--- src/rtl/fir_pkg.sv ---
// fir_pkg: shared types, FSM states and coefficients for the time-shared
// FIR arbiter (fir_share_arb) and its filter core (FIR_Filter_Core).
package fir_pkg;

    typedef enum logic [2:0] {
        ST_IDLE,
        ST_CLR0,
        ST_CLR1,
        ST_FEED,
        ST_CAP,
        ST_RESP
    } fir_state_e;

    typedef logic [2:0]  fir_sample_t;
    typedef logic [11:0] fir_result_t;

    localparam int unsigned FIR_TAPS   = 3;
    localparam int unsigned FIR_MAX_CH = 4;

    localparam fir_result_t FIR_C0 = 12'd50;
    localparam fir_result_t FIR_C1 = 12'd31;
    localparam fir_result_t FIR_C2 = 12'd63;

    // Largest result is 144 * 7 = 1008, so the 12-bit sum never wraps.
    function automatic fir_result_t fir_mac(input fir_sample_t x0,
                                            input fir_sample_t x1,
                                            input fir_sample_t x2);
        return FIR_C0 * fir_result_t'(x0)
             + FIR_C1 * fir_result_t'(x1)
             + FIR_C2 * fir_result_t'(x2);
    endfunction

endpackage

--- src/rtl/fir_share_arb_core.sv ---
// FIR_Filter_Core: 3-tap FIR, y = 50*x[n] + 31*x[n-1] + 63*x[n-2],
// with a registered output one cycle after Xin is presented.
module FIR_Filter_Core
    import fir_pkg::*;
(
    input  logic        i_clk,
    input  logic        i_rst_n,
    input  fir_sample_t Xin,
    output fir_result_t Yout
);

    fir_sample_t tap1;
    fir_sample_t tap2;

    // Registered MAC over the current input and the two delayed taps
    always_ff @(posedge i_clk or negedge i_rst_n) begin
        if (!i_rst_n) begin
            tap1 <= '0;
            tap2 <= '0;
            Yout <= '0;
        end else begin
            Yout <= fir_mac(Xin, tap1, tap2);
            tap1 <= Xin;
            tap2 <= tap1;
        end
    end

endmodule

--- src/rtl/fir_share_arb.sv ---
// fir_share_arb: shares one FIR_Filter_Core across NCH requester channels.
// Each channel keeps a private 3-sample history; a job clears the core taps,
// replays the channel's valid history oldest first, captures the result and
// holds it until accepted.
// Build option: define FIR_ARB_FIXED_PRIO_EN for fixed priority (channel 0
// highest) instead of the default round-robin arbitration.
module fir_share_arb
    import fir_pkg::*;
#(
    parameter int unsigned NCH = 2
)(
    input  logic                i_clk,
    input  logic                i_rst_n,
    input  logic [NCH-1:0]      i_vld,
    input  logic [NCH-1:0][2:0] i_x,
    output logic [NCH-1:0]      o_rdy,
    output logic [11:0]         o_y,
    output logic [1:0]          o_y_ch,
    output logic                o_y_vld,
    input  logic                i_y_rdy,
    output logic                o_err
);

    fir_state_e            state;
    fir_sample_t           hist [FIR_MAX_CH][FIR_TAPS];
    logic [FIR_TAPS-1:0]   hvld [FIR_MAX_CH];
    logic [1:0]            gnt_ch;
    logic [1:0]            feed_idx;
`ifndef FIR_ARB_FIXED_PRIO_EN
    logic [1:0]            rr_ptr;
`endif

    logic [FIR_MAX_CH-1:0] vld_pad;
    fir_sample_t           x_pad [FIR_MAX_CH];
    logic                  gnt_found;
    logic [1:0]            gnt_next;
    logic [NCH-1:0]        rdy_next;
    fir_sample_t           core_x;
    fir_result_t           core_y;

    // Widen the channel inputs to the fixed slot count so 2-bit indices fit
    always_comb begin
        vld_pad = '0;
        for (int unsigned c = 0; c < FIR_MAX_CH; c++) begin
            x_pad[c] = '0;
        end
        for (int unsigned c = 0; c < NCH; c++) begin
            vld_pad[c] = i_vld[c];
            x_pad[c]   = i_x[c];
        end
    end

    // Choose the next channel to grant among those presenting a sample
    always_comb begin
`ifndef FIR_ARB_FIXED_PRIO_EN
        int unsigned slot;
        slot      = 0;
`endif
        gnt_found = 1'b0;
        gnt_next  = '0;
`ifdef FIR_ARB_FIXED_PRIO_EN
        for (int unsigned i = 0; i < NCH; i++) begin
            if (!gnt_found && vld_pad[2'(i)]) begin
                gnt_found = 1'b1;
                gnt_next  = 2'(i);
            end
        end
`else
        for (int unsigned i = 0; i < NCH; i++) begin
            slot = 32'(rr_ptr) + i;
            if (slot >= NCH) begin
                slot = slot - NCH;
            end
            if (!gnt_found && vld_pad[2'(slot)]) begin
                gnt_found = 1'b1;
                gnt_next  = 2'(slot);
            end
        end
`endif
        rdy_next = '0;
        for (int unsigned c = 0; c < NCH; c++) begin
            rdy_next[c] = (2'(c) == gnt_next);
        end
    end

    // Core input is the selected history entry during FEED, zero otherwise
    always_comb begin
        core_x = '0;
        if (state == ST_FEED) begin
            core_x = hist[gnt_ch][feed_idx];
        end
    end

    FIR_Filter_Core u_core (
        .i_clk   (i_clk),
        .i_rst_n (i_rst_n),
        .Xin     (core_x),
        .Yout    (core_y)
    );

    // Arbitration, per-channel history and job sequencing
    always_ff @(posedge i_clk or negedge i_rst_n) begin
        if (!i_rst_n) begin
            state    <= ST_IDLE;
            gnt_ch   <= '0;
            feed_idx <= '0;
`ifndef FIR_ARB_FIXED_PRIO_EN
            rr_ptr   <= '0;
`endif
            o_rdy    <= '0;
            o_y      <= '0;
            o_y_ch   <= '0;
            o_y_vld  <= 1'b0;
            o_err    <= 1'b0;
            for (int unsigned c = 0; c < FIR_MAX_CH; c++) begin
                hvld[c] <= '0;
                for (int unsigned t = 0; t < FIR_TAPS; t++) begin
                    hist[c][t] <= '0;
                end
            end
        end else begin
            o_rdy <= '0;
            o_err <= 1'b0;
            case (state)
                ST_IDLE: begin
                    // Grant edge raises o_rdy; the sample transfers on the
                    // following edge while o_rdy is high. o_err flags a zero
                    // sample, which is consumed without touching history.
                    if (o_rdy != '0) begin
                        if (!o_err) begin
                            hist[gnt_ch][0] <= x_pad[gnt_ch];
                            hist[gnt_ch][1] <= hist[gnt_ch][0];
                            hist[gnt_ch][2] <= hist[gnt_ch][1];
                            hvld[gnt_ch]    <= {hvld[gnt_ch][1:0], 1'b1};
                            state           <= ST_CLR0;
                        end
                    end else if (gnt_found) begin
                        o_rdy  <= rdy_next;
                        gnt_ch <= gnt_next;
                        o_err  <= (x_pad[gnt_next] == '0);
`ifndef FIR_ARB_FIXED_PRIO_EN
                        rr_ptr <= (32'(gnt_next) + 32'd1 >= NCH) ? 2'd0 : gnt_next + 2'd1;
`endif
                    end
                end
                ST_CLR0: begin
                    state <= ST_CLR1;
                end
                ST_CLR1: begin
                    // Valid entries are contiguous from the newest, so the
                    // oldest valid index is the count of valid bits minus one.
                    feed_idx <= 2'({1'b0, hvld[gnt_ch][0]} + {1'b0, hvld[gnt_ch][1]}
                                 + {1'b0, hvld[gnt_ch][2]} - 2'd1);
                    state    <= ST_FEED;
                end
                ST_FEED: begin
                    if (feed_idx == '0) begin
                        state <= ST_CAP;
                    end else begin
                        feed_idx <= feed_idx - 2'd1;
                    end
                end
                ST_CAP: begin
                    o_y     <= core_y;
                    o_y_ch  <= gnt_ch;
                    o_y_vld <= 1'b1;
                    state   <= ST_RESP;
                end
                ST_RESP: begin
                    if (i_y_rdy) begin
                        o_y_vld <= 1'b0;
                        state   <= ST_IDLE;
                    end
                end
                default: begin
                    state <= ST_IDLE;
                end
            endcase
        end
    end

endmodule

--- config.mk ---
export PLATFORM = sky130hd
export DESIGN_NAME = fir_share_arb
export DESIGN_NICKNAME = d
export VERILOG_FILES = /design/src/rtl/fir_pkg.sv /design/src/rtl/fir_share_arb_core.sv /design/src/rtl/fir_share_arb.sv
export SDC_FILE = /design/constraint.sdc
export NUM_CORES = 1
export LEC_CHECK = 0
export CAP_MARGIN = 20
export CORE_MARGIN = 3
export CORE_UTILIZATION = 60
export DETAILED_ROUTE_END_ITERATION = 8
export GPL_TIMING_DRIVEN = 0
export PLACE_DENSITY = 0.91
export SKIP_LAST_GASP = 1
export SYNTH_ARGS = -nofsm -noshare
export SYNTH_HDL_FRONTEND = slang
export SYNTH_SLANG_ARGS = --single-unit
--- constraint.sdc ---
create_clock -name i_clk -period 7 [get_ports i_clk]
set_clock_uncertainty 0.15 [all_clocks]
set_input_delay 0.7 -clock i_clk [delete_from_list [all_inputs] [get_ports i_clk]]
set_output_delay 0.7 -clock i_clk [all_outputs]
set_load 0.05 [all_outputs]
==> results.py, run 1 <==
metrics = {
    "floorplanning": {
        "rows": 32,
        "die_w_um": 97.3,
        "core_um2": 7890,
        "die-area_um2": 9460,
        "start_util_pct": 63.3,
        "die_height_um": 97.3,
        "ioPinCount": 29,
    },
    "grt": {
        "grt_pass1_vias": 3381,
        "antenna_found_initial": 0,
        "grt_pass1_wl_mm": 16.4,
        "grt_start_max_net_pins": 72,
        "grtUsageTotal_pct": 21.3,
        "overflow": 0,
    },
    "flow_run": {
        "max_cap_violations": 0,
    },
    "drt": {
        "num_vias": 3135,
        "vias_per_cell": 5.83,
        "wl_per_cell_um": 17.3,
        "drc": 0,
        "routed_wl_mm": 9.31,
        "drtIter0Drc": 176,
        "dr.pass1.iters": 5,
        "ant_nets": 0,
    },
    "setup_path": {
        "cp-start-kind": "register",
        "critPathRequiredTime_ns": 7.09,
        "crit_path_end_kind": "register",
        "crit_chain": "buf_4, buf_2, mux4_2, nand2_1, a211oi_1, fa_1, ha_1, fa_1, a21o_1, a21o_1, xnor2_1, fa_1, inv_1, ha_1, or2_2, clkbuf_1, a31o_2, o211a_1, xnor2_1",
        "crit_fanout": 10,
        "slowest_stage": "a211oi_1",
        "arrival_ns": 5.72,
        "slowest_delay_ns": 0.61,
        "worstSetupPathType": "register to register",
        "path_common_cell": "fa_1",
    },
    "yosys": {
        "synth_top_area_share_pct": 45.6,
        "syn_area_um2": 5000,
        "syn_inst": 390,
        "yosysWarnings": 0,
        "synth-seq-area-share_pct": 45.6,
        "async_reset_ff_share_pct": 100,
        "synthTopCellsByCount": "dfrtp_1 (91), mux2_2 (52), ha_1 (36)",
        "yosys_register_bits": 91,
        "synth_area_leaders": "dfrtp_1 (46%), mux2_2 (12%), ha_1 (9.0%)",
        "synth_edf_count": 0,
        "synth.avg_cell_area_um2": 12.8,
        "yosysUniqueCellTypes": 52,
        "synth_flop_cell": "dfrtp_1",
        "synth_top_cell_by_area": "dfrtp_1",
        "yosysMostFrequentCell": "dfrtp_1",
    },
    "clocking": {
        "numCtsBuffers": 9,
        "clk_pin_slew_ns": 0.10,
        "cts_setup_buffers": 0,
        "cts_root_buf": "clkbuf_8",
        "cts_tree": "done",
        "cts_max_level": 3,
        "clk_latency_ns": 0.36,
        "clock-sinks": 91,
        "clockBufferDepth": 2,
        "cts.repair.resized": 0,
        "cts.hold.buffers_added": 0,
    },
    "finish": {
        "diodes": 0,
        "stdcell_area_um2": 5630,
        "fin_util_pct": 71.4,
        "drive_gt1_share_pct": 25.5,
        "area_growth_syn_to_layout_pct": 12.8,
        "final_nets": 492,
        "layout.cells.non_filler": 538,
    },
    "placement": {
        "portBuffers": 27,
        "postPlaceCellArea_um2": 5430,
        "dp_cells": 522,
        "gp_congestion": 0.799,
        "hpwl_mm": 6.69,
    },
    "pwr": {
        "finalPower_uw": 2670,
        "pwr_density_cell_nw_per_um2": 474,
        "p_sw_share_pct": 44.3,
        "p_seq_share_pct": 26.8,
        "ir_drop_v": 0.000345,
        "power_leakage_uw": 0.00283,
        "p_clk_share_pct": 13.8,
        "comb_power_share_pct": 59.4,
        "power.internal_uw": 1490,
        "power_switching_uw": 1180,
    },
    "sta": {
        "finalCritPeriodShare_pct": 80.4,
        "hold_viol_final": 0,
        "setup_viol": 0,
        "fin_tns_setup_ns": 0,
        "fmax_mhz": 178,
        "worst_pin_slew_ns": 0.669,
        "rsz0062_at_grt": "false",
        "slew_headroom_pct": 55.2,
        "fin_crit_ns": 5.63,
        "maxSlewViolCount": 0,
    },
    "status": {
        "outcome": "finished, final reports clean",
    },
    "worst_hold_path": {
        "min_path_type": "primary input to asynchronous set/reset pin",
    },
}
## layout make-up
| class | count | area [µm²] |
|---|---|---|
| buffer | 14 | 106 |
| clock inverter | 6 | 70.1 |
| multi-input combinational | 255 | 2500 |
| inverter | 32 | 120 |
| fill | 492 | 2250 |
| sequential | 91 | 2280 |
| clock buffer | 10 | 138 |
| tap | 102 | 128 |
| timing repair buffer | 28 | 295 |
## layer usage
metal / share of wire [%] / vias to the layer above / track usage [%]
met3: 3.9 / 15 / 4.88
met4: 1.3 / 0 / 5.11
li1: - / 1452 / -
met2: 52 / 64 / 36.9
met1: 43 / 1604 / 27.3
met5: 0 / - / 0
## power by group through the flow
stage | Sequential, µW | Combinational [µW] | Clock, µW
after CTS | 716 | 1590 | 376
after global routing | 729 | 1770 | 400
final | 716 | 1590 | 369
after global placement | 714 | 1460 | 0
after floorplan | 787 | 1130 | 0
after detailed placement | 724 | 1530 | 0
## registers in the layout, indices dropped and copies added, names as in the netlist, 2 cells and up
name and cells:
feed_idx 2, gnt_ch 2, hist 36, hvld 12, o_rdy 2, o_y 11, o_y_ch 2, rr_ptr 2
state 3, u_core.Yout 11, u_core.tap1 3, u_core.tap2 3
## critical path, delay by kind of cell (launching register included)
family / cells / cell delay [ns]
buffers and inverters: 4 / 0.72
and+or+nand+nor: 2 / 0.37
xor gates and xnor gates: 2 / 0.27
adders and majority gates: 5 / 1.84
DFF: 1 / 0.35
muxes: 1 / 0.29
AOI/OAI and AO/OA: 5 / 1.50
## per-stage QoR
stage	setup slack (ns)	hold slack, ns
after floorplan	1.87	0.253
after detailed placement	1.40	0.309
after global routing	1.06	0.0728
final	1.37	0.0612
after CTS	1.37	0.0632
after global placement	1.49	0.290
## cell families after synthesis
kind of cell               count (synthesis)  share of synthesized area (%)
other                                      2                          0.150
adders and majority gates                 50                           14.6
xor gates and xnor gates                  11                           1.93
muxes                                     64                           17.1
buffers and inverters                     46                           4.53
and+or+nand+nor                           70                           8.47
AOI/OAI and AO/OA                         56                           7.59
DFF                                       91                           45.6
## final timing paths
kind	end	slack [ns]	startpoint	depth (start not counted)
max	u_core.Yout[9]	1.37	gnt_ch[1]	19
min	hist[7]	0.06	i_rst_n	1
max reg2reg	u_core.Yout[9]	1.37	gnt_ch[1]	19
min reg2reg	hvld[9]	0.33	hvld[9]	1
max in group asynchronous	u_core.Yout[3]	6.00	i_rst_n	2
min in group i_clk	hvld[9]	0.33	hvld[9]	1
## placed cells by master (no fill, tap or decap), types with 9 or more instances in the layout
cell type and count:
dfrtp_1 91, clkbuf_8 10, clkdlybuf4s50_1 26, fa_1 14, ha_1 36, inv_1 32
mux4_2 12, nand2_1 18, mux2_2 52, o21ai_0 15, xnor2_1 9
Power figures use the tool's default switching activity.
==> run 2: changes to the inputs <==
Settings changed: CORE_UTILIZATION 60 to 54, PLACE_DENSITY 0.91 to 0.87.
Clock period 7 ns to 5 ns, I/O delays scaled along.
==> results.py, run 2 (synthesized netlist as in run 1, its figures left out) <==
metrics = {
    "status": {
        "outcome": "finished with violations",
        "violations": "setup timing",
    },
    "finish": {
        "final_common_cell": "dfrtp_1",
        "layout.cells.non_filler": 548,
        "largest_reg_flops": 36,
        "regMostFlops": "hist",
        "final_nets": 500,
        "stdcell_area_um2": 5810,
        "diodes": 0,
        "area_growth_syn_to_layout_pct": 16.3,
        "drive_gt1_share_pct": 29.5,
        "fin_util_pct": 65.7,
        "top_regs": "hist x36, hvld x12",
        "num-fill-cells": 610,
        "layout_common_cells": "dfrtp_1 (91), mux2_2 (52), ha_1 (33)",
    },
    "floorplanning": {
        "die-area_um2": 10400,
        "rows": 34,
        "die_w_um": 102,
        "core_um2": 8850,
        "start_util_pct": 56.5,
        "ioPinCount": 29,
        "die_height_um": 102,
    },
    "grt": {
        "grt_pass1_vias": 3317,
        "antenna_found_initial": 0,
        "overflow": 0,
        "grt_start_max_net_pins": 70,
        "grtUsageTotal_pct": 19.6,
        "grt_pass1_wl_mm": 15.8,
    },
    "clocking": {
        "numCtsBuffers": 9,
        "clk_latency_ns": 0.35,
        "clock-sinks": 91,
        "cts_tree": "done",
        "cts_max_level": 3,
        "cts_root_buf": "clkbuf_8",
        "clockBufferDepth": 2,
        "clk_pin_slew_ns": 0.09,
    },
    "setup_path": {
        "r2r-start": "gnt_ch[0]",
        "reg2reg_depth": 18,
        "slowest_stage": "mux4_2",
        "crit_path_end_kind": "register",
        "cp-start-kind": "register",
        "path_common_cell": "ha_1",
        "critPathRequiredTime_ns": 5.08,
        "r2r-end": "u_core.Yout[9]",
        "crit_fanout": 6,
        "slowest_delay_ns": 0.52,
        "crit_chain": "bufbuf_16, mux4_2, nand2_1, and3_4, a211oi_4, ha_1, inv_1, ha_1, ha_1, ha_1, a21oi_1, xnor2_1, ha_1, ha_1, or2_4, a31o_4, o211a_1, xnor2_1",
        "arrival_ns": 5.09,
        "worstSetupPathType": "register to register",
        "r2r_slack_ns": -0.01,
    },
    "drt": {
        "drc": 0,
        "wl_per_cell_um": 17.5,
        "ant_nets": 0,
        "dr.pass1.iters": 4,
        "drtIter0Drc": 194,
        "vias_per_cell": 5.83,
        "num_vias": 3196,
        "routed_wl_mm": 9.58,
    },
    "flow_run": {
        "max_cap_violations": 0,
    },
    "pwr": {
        "power_leakage_uw": 0.00287,
        "ir_drop_v": 0.000431,
        "finalPower_uw": 3850,
        "pwr_density_cell_nw_per_um2": 662,
    },
    "sta": {
        "fin_ws_ns": -0.0133,
        "hold_viol_final": 0,
        "setup_viol": 1,
        "rsz0062_at_grt": "true",
        "worst_pin_slew_ns": 0.685,
        "fmax_mhz": 199,
        "fin_crit_ns": 5.01,
        "maxSlewViolCount": 0,
        "finalCritPeriodShare_pct": 100,
        "slew_headroom_pct": 53.9,
    },
    "placement": {
        "postPlaceCellArea_um2": 5440,
        "portBuffers": 27,
        "gp_congestion": 0.813,
        "dp_cells": 528,
        "hpwl_mm": 6.81,
        "pre_cts_ws_ns": -0.453,
    },
    "worst_hold_path": {
        "min_path_type": "register to register",
        "min_to": "u_core.tap2[0]",
        "min_from": "u_core.tap1[0]",
        "holdPathStages": 0,
    },
}
==> run 2: per-layer routing <==
layer / vias to the layer above / global-route usage, % / wire, µm / share of wire [%]
li1: 1462 / - / - / -
met1: 1641 / 24.1 / 3960 / 41
met2: 74 / 33.9 / 5040 / 53
met3: 19 / 4.23 / 362 / 3.8
met4: 0 / 7.16 / 215 / 2.2
met5: - / 0 / 0 / 0
==> run 2: layout make-up <==
type                       count  area (µm²)  area share, %
tap                          108         135           2.33
timing repair buffer          37         390           6.72
multi-input combinational    255        2610           45.0
sequential                    91        2280           39.2
clock inverter                 3        43.8          0.753
inverter                      32         120           2.07
buffer                        13         109           1.87
clock buffer                   9         124           2.13
==> run 2: through the flow <==
stage          hold WS, ns  setup TNS (ns)
6_report             0.309         -0.0133
5_1_grt              0.335          -0.484
4_1_cts              0.306               0
3_5_place_dp         0.265           -1.08
3_3_place_gp         0.288          -0.615
2_1_floorplan       0.0544               0
==> run 2: where the power goes <==
group | internal, µW | switching (µW)
clock | 220 | 232
sequential | 905 | 92.8
combinational | 1060 | 1340
total | 2180 | 1670
==> run 2: repair_timing <==
item                                    CTS  global route
gates cloned                              1             0
endpoints found under the setup margin    3             3
pin swaps                                 3            15
hold endpoints to repair                 22             0
hold buffers                              1             0
setup buffers                             3             4
gates resized for setup                  12            12
==> run 2: worst max path at each step <==
stage	from	end	slack, ns	cells past startpoint
2_1_floorplan	gnt_ch[0]	u_core.Yout[9]	0.04	19
3_3_place_gp	gnt_ch[1]	u_core.Yout[9]	-0.30	19
3_5_place_dp	gnt_ch[1]	u_core.Yout[9]	-0.45	19
4_1_cts	gnt_ch[0]	u_core.Yout[9]	0.005	18
5_1_grt	gnt_ch[0]	u_core.Yout[9]	-0.20	18
6_report	gnt_ch[0]	u_core.Yout[9]	-0.01	18
==> run 2: worst max-delay path, delay by kind of cell (launching register included) <==
kind	cells	cell delay, ns
buffers and inverters	2	0.32
DFF	1	0.41
xor gates and xnor gates	2	0.22
adders and majority gates	6	1.92
AOI/OAI and AO/OA	4	0.73
and+or+nand+nor	3	0.60
muxes	1	0.52
